--- src/rtl/iomem_pkg.sv ---
// Shared definitions for the iomem initiator: FSM state encoding and bus constants.
package iomem_pkg;

    typedef enum logic [1:0] {
        ST_IDLE = 2'd0,
        ST_BUS  = 2'd1,
        ST_RESP = 2'd2
    } state_e;

    localparam logic [3:0]  WSTRB_READ        = 4'b0000;
    localparam logic [31:0] DEFAULT_ERR_RDATA = 32'hDEAD_BEEF;

endpackage

--- src/rtl/iomem_timeout.sv ---
// Counts bus cycles without iomem_ready; expired flags the final allowed cycle.
module iomem_timeout #(
    parameter int unsigned TIMEOUT_CYCLES = 255
) (
    input  logic CLK,
    input  logic RST,
    input  logic clear,
    input  logic enable,
    output logic expired
);

    localparam int unsigned CW = $clog2(TIMEOUT_CYCLES + 1);
    localparam logic [CW-1:0] LAST = CW'(TIMEOUT_CYCLES - 1);

    logic [CW-1:0] count;

    // Combinational so the FSM can act in the same cycle as the last idle wait.
    assign expired = enable && (count == LAST);

    always_ff @(posedge CLK or posedge RST) begin
        if (RST) begin
            count <= '0;
        end else if (clear) begin
            count <= '0;
        end else if (enable) begin
            count <= count + CW'(1);
        end
    end

endmodule

--- src/rtl/iomem_master.sv ---
// Single-outstanding iomem bus initiator with per-transaction timeout.
// Handshakes: a transfer occurs on a rising CLK edge where valid and ready are both high.
module iomem_master
    import iomem_pkg::*;
#(
    parameter int unsigned TIMEOUT_CYCLES = 255,
    parameter logic [31:0] ERR_RDATA      = DEFAULT_ERR_RDATA
) (
    input  logic        CLK,
    input  logic        RST,
    input  logic        cmd_valid,
    output logic        cmd_ready,
    input  logic [31:0] cmd_addr,
    input  logic [31:0] cmd_wdata,
    input  logic [3:0]  cmd_wstrb,
    output logic        rsp_valid,
    input  logic        rsp_ready,
    output logic [31:0] rsp_rdata,
    output logic        rsp_err,
    output logic        iomem_valid,
    output logic [3:0]  iomem_wstrb,
    output logic [31:0] iomem_addr,
    output logic [31:0] iomem_wdata,
    input  logic        iomem_ready,
    input  logic [31:0] iomem_rdata,
    output state_e      state_dbg
);

    state_e state;
    logic   tmo_clear;
    logic   tmo_enable;
    logic   tmo_expired;

    assign tmo_clear  = (state != ST_BUS);
    assign tmo_enable = (state == ST_BUS) && !iomem_ready;

    iomem_timeout #(
        .TIMEOUT_CYCLES(TIMEOUT_CYCLES)
    ) u_timeout (
        .CLK    (CLK),
        .RST    (RST),
        .clear  (tmo_clear),
        .enable (tmo_enable),
        .expired(tmo_expired)
    );

    // Gated by RST so no command is offered while reset is held.
    assign cmd_ready = (state == ST_IDLE) && !RST;
    assign state_dbg = state;

    always_ff @(posedge CLK or posedge RST) begin
        if (RST) begin
            state       <= ST_IDLE;
            iomem_valid <= 1'b0;
            iomem_addr  <= '0;
            iomem_wdata <= '0;
            iomem_wstrb <= '0;
            rsp_valid   <= 1'b0;
            rsp_rdata   <= '0;
            rsp_err     <= 1'b0;
        end else begin
            case (state)
                ST_IDLE: begin
                    if (cmd_valid) begin
                        state       <= ST_BUS;
                        iomem_valid <= 1'b1;
                        iomem_addr  <= cmd_addr;
                        iomem_wdata <= cmd_wdata;
                        iomem_wstrb <= cmd_wstrb;
                    end
                end
                ST_BUS: begin
                    // Ready wins over a simultaneous timeout.
                    if (iomem_ready || tmo_expired) begin
                        state       <= ST_RESP;
                        iomem_valid <= 1'b0;
                        iomem_addr  <= '0;
                        iomem_wdata <= '0;
                        iomem_wstrb <= '0;
                        rsp_valid   <= 1'b1;
                        rsp_rdata   <= iomem_ready ? iomem_rdata : ERR_RDATA;
                        rsp_err     <= !iomem_ready;
                    end
                end
                ST_RESP: begin
                    if (rsp_ready) begin
                        state     <= ST_IDLE;
                        rsp_valid <= 1'b0;
                    end
                end
                default: begin
                    state <= ST_IDLE;
                end
            endcase
        end
    end

endmodule

--- config.mk ---
export PLATFORM = sky130hd
export DESIGN_NAME = iomem_master
export DESIGN_NICKNAME = d
export VERILOG_FILES = /design/src/rtl/iomem_pkg.sv /design/src/rtl/iomem_timeout.sv /design/src/rtl/iomem_master.sv
export SDC_FILE = /design/constraint.sdc
export NUM_CORES = 1
export LEC_CHECK = 0
export BUFFER_PORTS_ARGS = -buffer_cell sky130_fd_sc_hd__buf_4
export CAP_MARGIN = 20
export CELL_PAD_IN_SITES_DETAIL_PLACEMENT = 0
export CELL_PAD_IN_SITES_GLOBAL_PLACEMENT = 1
export CORE_MARGIN = 2
export CORE_UTILIZATION = 38
export DETAILED_ROUTE_END_ITERATION = 7
export MAX_ROUTING_LAYER = met4
export PLACE_DENSITY = 0.95
export SLEW_MARGIN = 5
export SYNTH_ARGS = -nofsm -noshare
export SYNTH_HDL_FRONTEND = slang
export SYNTH_SLANG_ARGS = --single-unit
--- constraint.sdc ---
create_clock -name CLK -period 8.4 [get_ports CLK]
set_input_delay 0.42 -clock CLK [delete_from_list [all_inputs] [get_ports CLK]]
set_output_delay 0.42 -clock CLK [all_outputs]
set_load 0.01 [all_outputs]
==> results of run 1 <==
-- cells in the final DEF (no fill, tap or decap), types with 2 or more instances in the layout --
cell,n
o221ai_2,4
buf_12,2
dfrtp_1,113
nand3_1,2
nand2b_1,3
nor2b_1,2
inv_1,97
a21oi_1,32
nand2_1,15
buf_4,214
o21ai_0,55
clkinv_2,4
nor2_1,5
a21o_1,8
clkbuf_8,2
xor2_1,2
nand3b_1,2
clkbuf_1,2
a2bb2oi_1,13
or3_1,3
a22o_1,8
o221ai_1,9
ha_1,2
bufinv_16,6
o21ai_1,6
clkbuf_16,17
o22ai_1,24
a22oi_1,55
-- power groups by stage --
stage               Combinational [W]  Sequential (W)  Clock (W)
floorplan                    0.000556         0.00103          0
global placement              0.00108        0.000972          0
finish                        0.00112        0.000984   0.000815
global route                  0.00124         0.00102   0.000857
detailed placement            0.00113        0.000985          0
CTS                           0.00113        0.000983   0.000832
-- metrics by stage --
stage / power [W] / hold slack [ns] / std cells / instance area [um2]
final: 0.00292 / 0.0766 / 900 / 7480
after floorplan: 0.00158 / 0.508 / 513 / 5100
after global routing: 0.00311 / 0.115 / 900 / 7480
after detailed placement: 0.00211 / 0.494 / 867 / 6790
after global placement: 0.00205 / 0.485 / 866 / 6770
after CTS: 0.00294 / 0.0875 / 899 / 7460
-- layer usage --
metal  GRT usage, %  wire, um  vias up
met5              -         0        -
met4           7.72       219        0
met3           5.09       952       22
met2           30.4      6790      199
met1           25.6      5880     2259
li1               -         -     2199
-- area by class of cell --
type | instances | area share (%)
Sequential cell | 113 | 37.8
Multi-Input combinational cell | 265 | 23.4
Timing Repair Buffer | 216 | 22.0
Clock buffer | 21 | 6.15
Inverter | 98 | 4.95
Tap cell | 176 | 2.94
Clock inverter | 11 | 2.78
-- worst max-delay path by stage --
stage / slack (ns) / endpoint / cells after the start / startpoint
3_3_place_gp: 6.07 / rsp_rdata[11] / 3 / state_dbg[0]
4_1_cts: 6.00 / rsp_rdata[28] / 3 / state_dbg[0]
2_1_floorplan: 4.99 / iomem_addr[0] / 1 / RST
3_5_place_dp: 6.01 / rsp_rdata[1] / 3 / state_dbg[0]
5_1_grt: 5.73 / rsp_rdata[7] / 3 / state_dbg[0]
6_report: 6.00 / rsp_rdata[3] / 3 / state_dbg[0]
-- synth_stat cells, drive strengths merged (2+ instances only) --
| cell | number | area share (%) |
|---|---|---|
| a2bb2oi | 13 | 2.2 |
| nor2 | 5 | 0.37 |
| or3 | 3 | 0.37 |
| inv | 98 | 7.2 |
| o221ai | 13 | 2.7 |
| dfrtp | 113 | 55 |
| a21oi | 33 | 3.2 |
| nand3b | 2 | 0.29 |
| nand2 | 15 | 1.1 |
| xor2 | 2 | 0.34 |
| clkbuf | 13 | 0.96 |
| a21o | 8 | 1.2 |
| a22o | 8 | 1.4 |
| o21ai | 61 | 6.0 |
| nor2b | 2 | 0.25 |
| o22ai | 24 | 2.9 |
| ha | 2 | 0.49 |
| buf | 24 | 2.6 |
| o21bai | 2 | 0.29 |
| nand3 | 2 | 0.20 |
| a22oi | 55 | 8.1 |
| nand2b | 3 | 0.37 |
-- worst max-delay path: cells and delay by family (launching register included) --
family	cells	cell delay (ns)
compound gates	2	0.44
simple gates	1	0.87
flops	1	0.95
-- registers in the layout, summed over array words and instances (netlist names) --
name             flops
iomem_addr          32
iomem_wdata         32
rsp_rdata           32
u_timeout.count      8
iomem_wstrb          4
state_dbg            2
iomem_valid          1
rsp_err              1
rsp_valid            1
-- cells by family after synthesis --
group / count (synthesis)
DFF: 113
adders and majority gates: 2
and+or+nand+nor: 39
AOI/OAI and AO/OA: 222
buffers and inverters: 135
xor gates and xnor gates: 2
==> flow_summary_export.csv, run 1 <==
group,metric,value,unit
grt,antenna_found_initial,0,
drt,via_per_inst,5.20,
yosys,avgSynthCellArea,9.94,um2
yosys,syn_nets,620,
grt,grt_pass1_vias,4580,
setup_path,crit_slowest_cell,"dfrtp_1",
power_and_ir_drop,swShare,35.0,%
power_and_ir_drop,powerDensity,390,mW/mm2
floorplan,ioPinCount,211,
grt,track_usage,19.9,%
job,maxCapViolations,0,
layout,area_growth_syn_to_layout,46.7,%
clocking,h-tree-depth,4,
floorplan,num_rows,42,
setup_path,path_max_fanout,25,
setup_path,regToRegSetupSlack,6.00,ns
power_and_ir_drop,switchingPower,0.00102,W
layout,drive_gt1_share,35.5,%
setup_path,cp-start-kind,"flop",
clocking,clockRootBuffer,"clkbuf_16",
yosys,synth.distinct_cells,38,
layout,fin_util,56.7,%
run_status,status,"complete, no violations",
timing,finalSetupTns,0,ns
timing,period_share,28.6,%
timing,setup_ws,6.00,ns
yosys,synth_compound_area_share,28.9,%
grt,grt.overflow.total,0,
timing,fin_skew,0.00580,ns
setup_path,crit_arrival,2.67,ns
drt,wire_per_inst,15.4,um
power_and_ir_drop,sequentialPowerShare,33.7,%
yosys,ys_ff_latch,113,
yosys,syn_area,0.00510,mm2
setup_path,max_stage_delay,0.95,ns
drt,vias,4679,
power_and_ir_drop,power_leakage,3.63,nW
drt,drtAntennaViolNets,0,
drt,drt_iter0_drc,267,
power_and_ir_drop,combPwrFrac,38.4,%
layout,n_fill_cell,1144,
placed_design,post-place-ws,6.01,ns
timing,max_freq,417,MHz
power_and_ir_drop,clkPwrFrac,27.9,%
timing,finalCriticalPeriod,2.40,ns
yosys,yosys.area_share.simple,4.10,%
floorplan,start_util,38.7,%
setup_path,r2r_cells,3,
yosys,synth-xor-area-share,0.343,%
clocking,cts-resized-gates,0,
yosys,synth_edf_count,0,
setup_path,cp.required,8.68,ns
yosys,synthFlopType,"dfrtp_1",
placed_design,gp_congestion,0.774,
yosys,synth_adder_area_share,0.491,%
layout,nets,818,
setup_path,worstSetupEndpointType,"flop",
layout,multi_input_area,0.00175,mm2
setup_path,reg2reg_to,"rsp_rdata[3]",
worst_hold_path,min_path_type,"input port to asynchronous set/reset pin",
drt,post-route-drc-count,0,
clocking,insertion_delay,0.41,ns
setup_path,critical_path_class,"flop to flop",
setup_path,path_cells,"nand3b_1, o22ai_1, a21oi_1",
timing,hold_viol,0,
timing,slew_viol_final,0,
yosys,synthMuxAreaShare,0,%
clocking,hold_buffers,0,
timing,rsz0062_at_grt,"false",
timing,slew_headroom,37.8,%
floorplan,coreArea,0.0132,mm2
drt,drt-pass1-iter-count,5,
layout,antenna_cells,0,
power_and_ir_drop,p_int,0.00190,W
grt,grt_pass1_wl,22500,um
floorplan,die-area,0.0144,mm2
clocking,clk_path_buf_depth,2,
power_and_ir_drop,max-vdd-ir-drop,0.000191,V
clocking,clock_sinks,113,
yosys,synth.yosys.seq_area_share,55.4,%
clocking,clk_pin_slew,0.05,ns
clocking,cts_tree,"yes",
timing,setup_viol,0,
setup_path,worstReg2RegStart,"state_dbg[0]",
grt,grt_max_degree,71,
timing,worst_pin_slew,0.933,ns
placed_design,io_buffers,210,
clocking,postCtsSetupBuffers,0,
layout,regArea,0.00283,mm2
yosys,netlist_instances,513,
drt,routed_wl,13800,um
floorplan,die_h,120,um
yosys,synth_top_family_by_area,"compound AO/OA/AOI/OAI gates",
clocking,cts_buffers,17,
yosys,ys_warn_count,0,
placed_design,place_hpwl,9390,um
yosys,synth-async-reset-ratio,100,%
floorplan,die_w,120,um
Note: power is estimated with default switching activity, not from simulation.
==> inputs of run 2 (changes only) <==
ABC_AREA = 1   (was not set)
CORE_UTILIZATION = 30   (was 38)
PLACE_DENSITY = 0.87   (was 0.95)
clock period = 2.2 ns   (was 8.4 ns; I/O delays follow)
==> flow_summary_export.csv, run 2 <==
group,metric,value,unit
worst_hold_path,min_path_type,"input port to flop",
power_and_ir_drop,switchingPower,0.00350,W
yosys,yosys.area.top_type,"dfrtp_1",
floorplan,die_h,128,um
timing,worst_pin_slew,0.480,ns
yosys,synthTopCellsByCount,"327 x nand2_1, 113 x dfrtp_1, 24 x or2_2",
grt,grt_max_degree,70,
yosys,synth_edf_count,0,
timing,slew_headroom,68.0,%
setup_path,path_cells,"dlygate4sd3_1, buf_4, inv_1, nand2_1, nor2_1, nand3_1, nand2_1, nand2_1, nand2_1, inv_1",
yosys,synth.yosys.seq_area_share,61.3,%
power_and_ir_drop,power_leakage,4.30,nW
power_and_ir_drop,total_power,0.0100,W
timing,finalSetupTns,0,ns
setup_path,cpLargestDelayFamily,"buffers and inverters",
timing,period_share,75.4,%
drt,vias,4491,
power_and_ir_drop,swShare,34.9,%
layout,layout_commonest_cell,"nand2_1",
power_and_ir_drop,clkPwrFrac,26.4,%
yosys,yosysTopAreaCellShare,61.3,%
setup_path,max_stage_delay,0.54,ns
timing,max_freq,603,MHz
clocking,cts-resized-gates,0,
floorplan,ioPinCount,211,
timing,setup_viol,0,
timing,fin_skew,0.00483,ns
setup_path,cp-start-kind,"input port",
floorplan,start_util,30.6,%
yosys,syn_area,0.00461,mm2
timing,finalCriticalPeriod,1.66,ns
layout,layout_common_cells,"327 x nand2_1, 215 x buf_4, 113 x dfrtp_1",
grt,antenna_found_initial,0,
clocking,clk_path_buf_depth,2,
run_status,status,"complete, no violations",
setup_path,critical_path_class,"input port to flop",
grt,grt_pass1_wl,22100,um
clocking,clk_pin_slew,0.05,ns
timing,hold_viol,0,
yosys,synthMostInstantiatedCell,"nand2_1",
setup_path,worstSetupEndpointType,"flop",
yosys,avgSynthCellArea,8.64,um2
yosys,synth.distinct_cells,23,
yosys,synth-async-reset-ratio,100,%
clocking,cts_tree,"yes",
drt,routed_wl,13700,um
timing,slew_viol_final,0,
clocking,h-tree-depth,4,
setup_path,path_max_fanout,16,
setup_path,path_buf_inv,4,
timing,rsz0062_at_grt,"false",
yosys,netlist_instances,534,
grt,grt.overflow.total,0,
setup_path,cpMostUsedCell,"nand2_1",
power_and_ir_drop,combPwrFrac,39.2,%
grt,track_usage,17.5,%
layout,drive_gt1_share,32.7,%
floorplan,die-area,0.0164,mm2
setup_path,crit_slowest_cell,"dlygate4sd3_1",
layout,antenna_cells,0,
clocking,clock_sinks,113,
power_and_ir_drop,max-vdd-ir-drop,0.000568,V
clocking,hold_buffers,102,
job,maxCapViolations,0,
power_and_ir_drop,sequentialPowerShare,34.4,%
setup_path,crit_arrival,1.95,ns
layout,area_growth_syn_to_layout,72.8,%
floorplan,die_w,128,um
layout,nets,957,
drt,wire_per_inst,13.1,um
clocking,postCtsSetupBuffers,0,
setup_path,cp.required,2.49,ns
placed_design,place_hpwl,8450,um
drt,post-route-drc-count,0,
drt,drt_iter0_drc,180,
clocking,insertion_delay,0.40,ns
floorplan,coreArea,0.0151,mm2
power_and_ir_drop,p_int,0.00653,W
clocking,clockRootBuffer,"clkbuf_16",
floorplan,num_rows,45,
grt,grt_pass1_vias,4578,
layout,largest_registers,"iomem_addr x32, iomem_wdata x32, rsp_rdata x32",
yosys,yosys-top-cells-area,"dfrtp_1 61%, nand2_1 27%, or2_2 3.3%",
power_and_ir_drop,powerDensity,1260,mW/mm2
drt,drt-pass1-iter-count,4,
yosys,ys_ff_latch,113,
yosys,synthFlopType,"dfrtp_1",
placed_design,gp_congestion,0.752,
yosys,syn_nets,641,
clocking,cts_buffers,17,
yosys,ys_warn_count,0,
layout,n_fill_cell,1328,
drt,via_per_inst,4.29,
drt,drtAntennaViolNets,0,
placed_design,io_buffers,210,
[run 2: changes by cell type in the layout (fill, tap and decap cells not counted), moves of 6 or more]
cell and delta:
o21ai_1 -6, a21o_1 -7, nand2_1 +312, inv_1 -87
o221ai_1 -9, a2bb2oi_1 -13, a21oi_1 -27, a22oi_1 -55
o21ai_0 -51, o22ai_1 -24, dlygate4sd3_1 +102, a22o_1 -8
or2_2 +24
[run 2: worst paths after layout]
kind	end	start	slack (ns)	cells after the start
setup / recovery	u_timeout.count[7]	iomem_ready	0.54	10
setup reg to reg	iomem_addr[1]	u_timeout.count[0]	0.62	10
hold / removal	rsp_rdata[12]	iomem_rdata[12]	0.02	4
hold reg to reg	iomem_wdata[1]	iomem_wdata[1]	0.47	2
min in group asynchronous	state_dbg[0]	RST	0.32	3
max in group asynchronous	iomem_wdata[29]	RST	1.19	4
[run 2: through the flow]
stage | instances | setup WS (ns) | hold WS (ns) | util (%) | area (um2)
floorplan | 534 | 0.719 | 0.196 | - | 4620
global placement | 917 | 0.675 | 0.146 | 42.3 | 6380
detailed placement | 917 | 0.649 | 0.149 | 42.3 | 6380
CTS | 1047 | 0.560 | 0.00365 | 52.8 | 7970
global route | 1047 | 0.357 | 0.0179 | 52.8 | 7970
finish | 1047 | 0.541 | 0.0171 | 52.8 | 7970
[run 2: power by group through the flow]
stage	sequential (W)	clock (W)	combinational, W
finish	0.00345	0.00265	0.00393
global route	0.00356	0.00283	0.00436
CTS	0.00345	0.00271	0.00395
detailed placement	0.00346	0	0.00380
global placement	0.00345	0	0.00375
floorplan	0.00382	0	0.00153
[run 2: routing by layer]
metal / GRT usage, % / wire length [um]
met5: - / 0
met4: 6.27 / 277
met3: 5.18 / 782
met2: 27.3 / 6540
met1: 21.7 / 6090
[run 2: tightest hold or removal path: cells and delay by family]
family	cells	cell delay, ns
simple gates	3	0.20
buf+inv	1	0.08
[run 2: kinds of logic (layout without fill, tap and decap cells)]
kind of cell / count (synthesis) / count (layout) / share of synthesized area (%)
AOI/OAI and AO/OA: 12 / 12 / 1.66
adders and majority gates: 2 / 2 / 0.543
buffers and inverters: 37 / 362 / 4.29
DFF: 113 / 113 / 61.3
and+or+nand+nor: 370 / 370 / 32.2
[run 2: final cells by class]
class                      count  area (um2)  area share [%]
multi-input combinational    384        1590            19.9
timing repair buffer         320        2700            33.8
tap                          188         235            2.95
clock inverter                 6        82.6            1.04
inverter                      14        56.3           0.707
sequential                   113        2830            35.5
clock buffer                  22         484            6.08
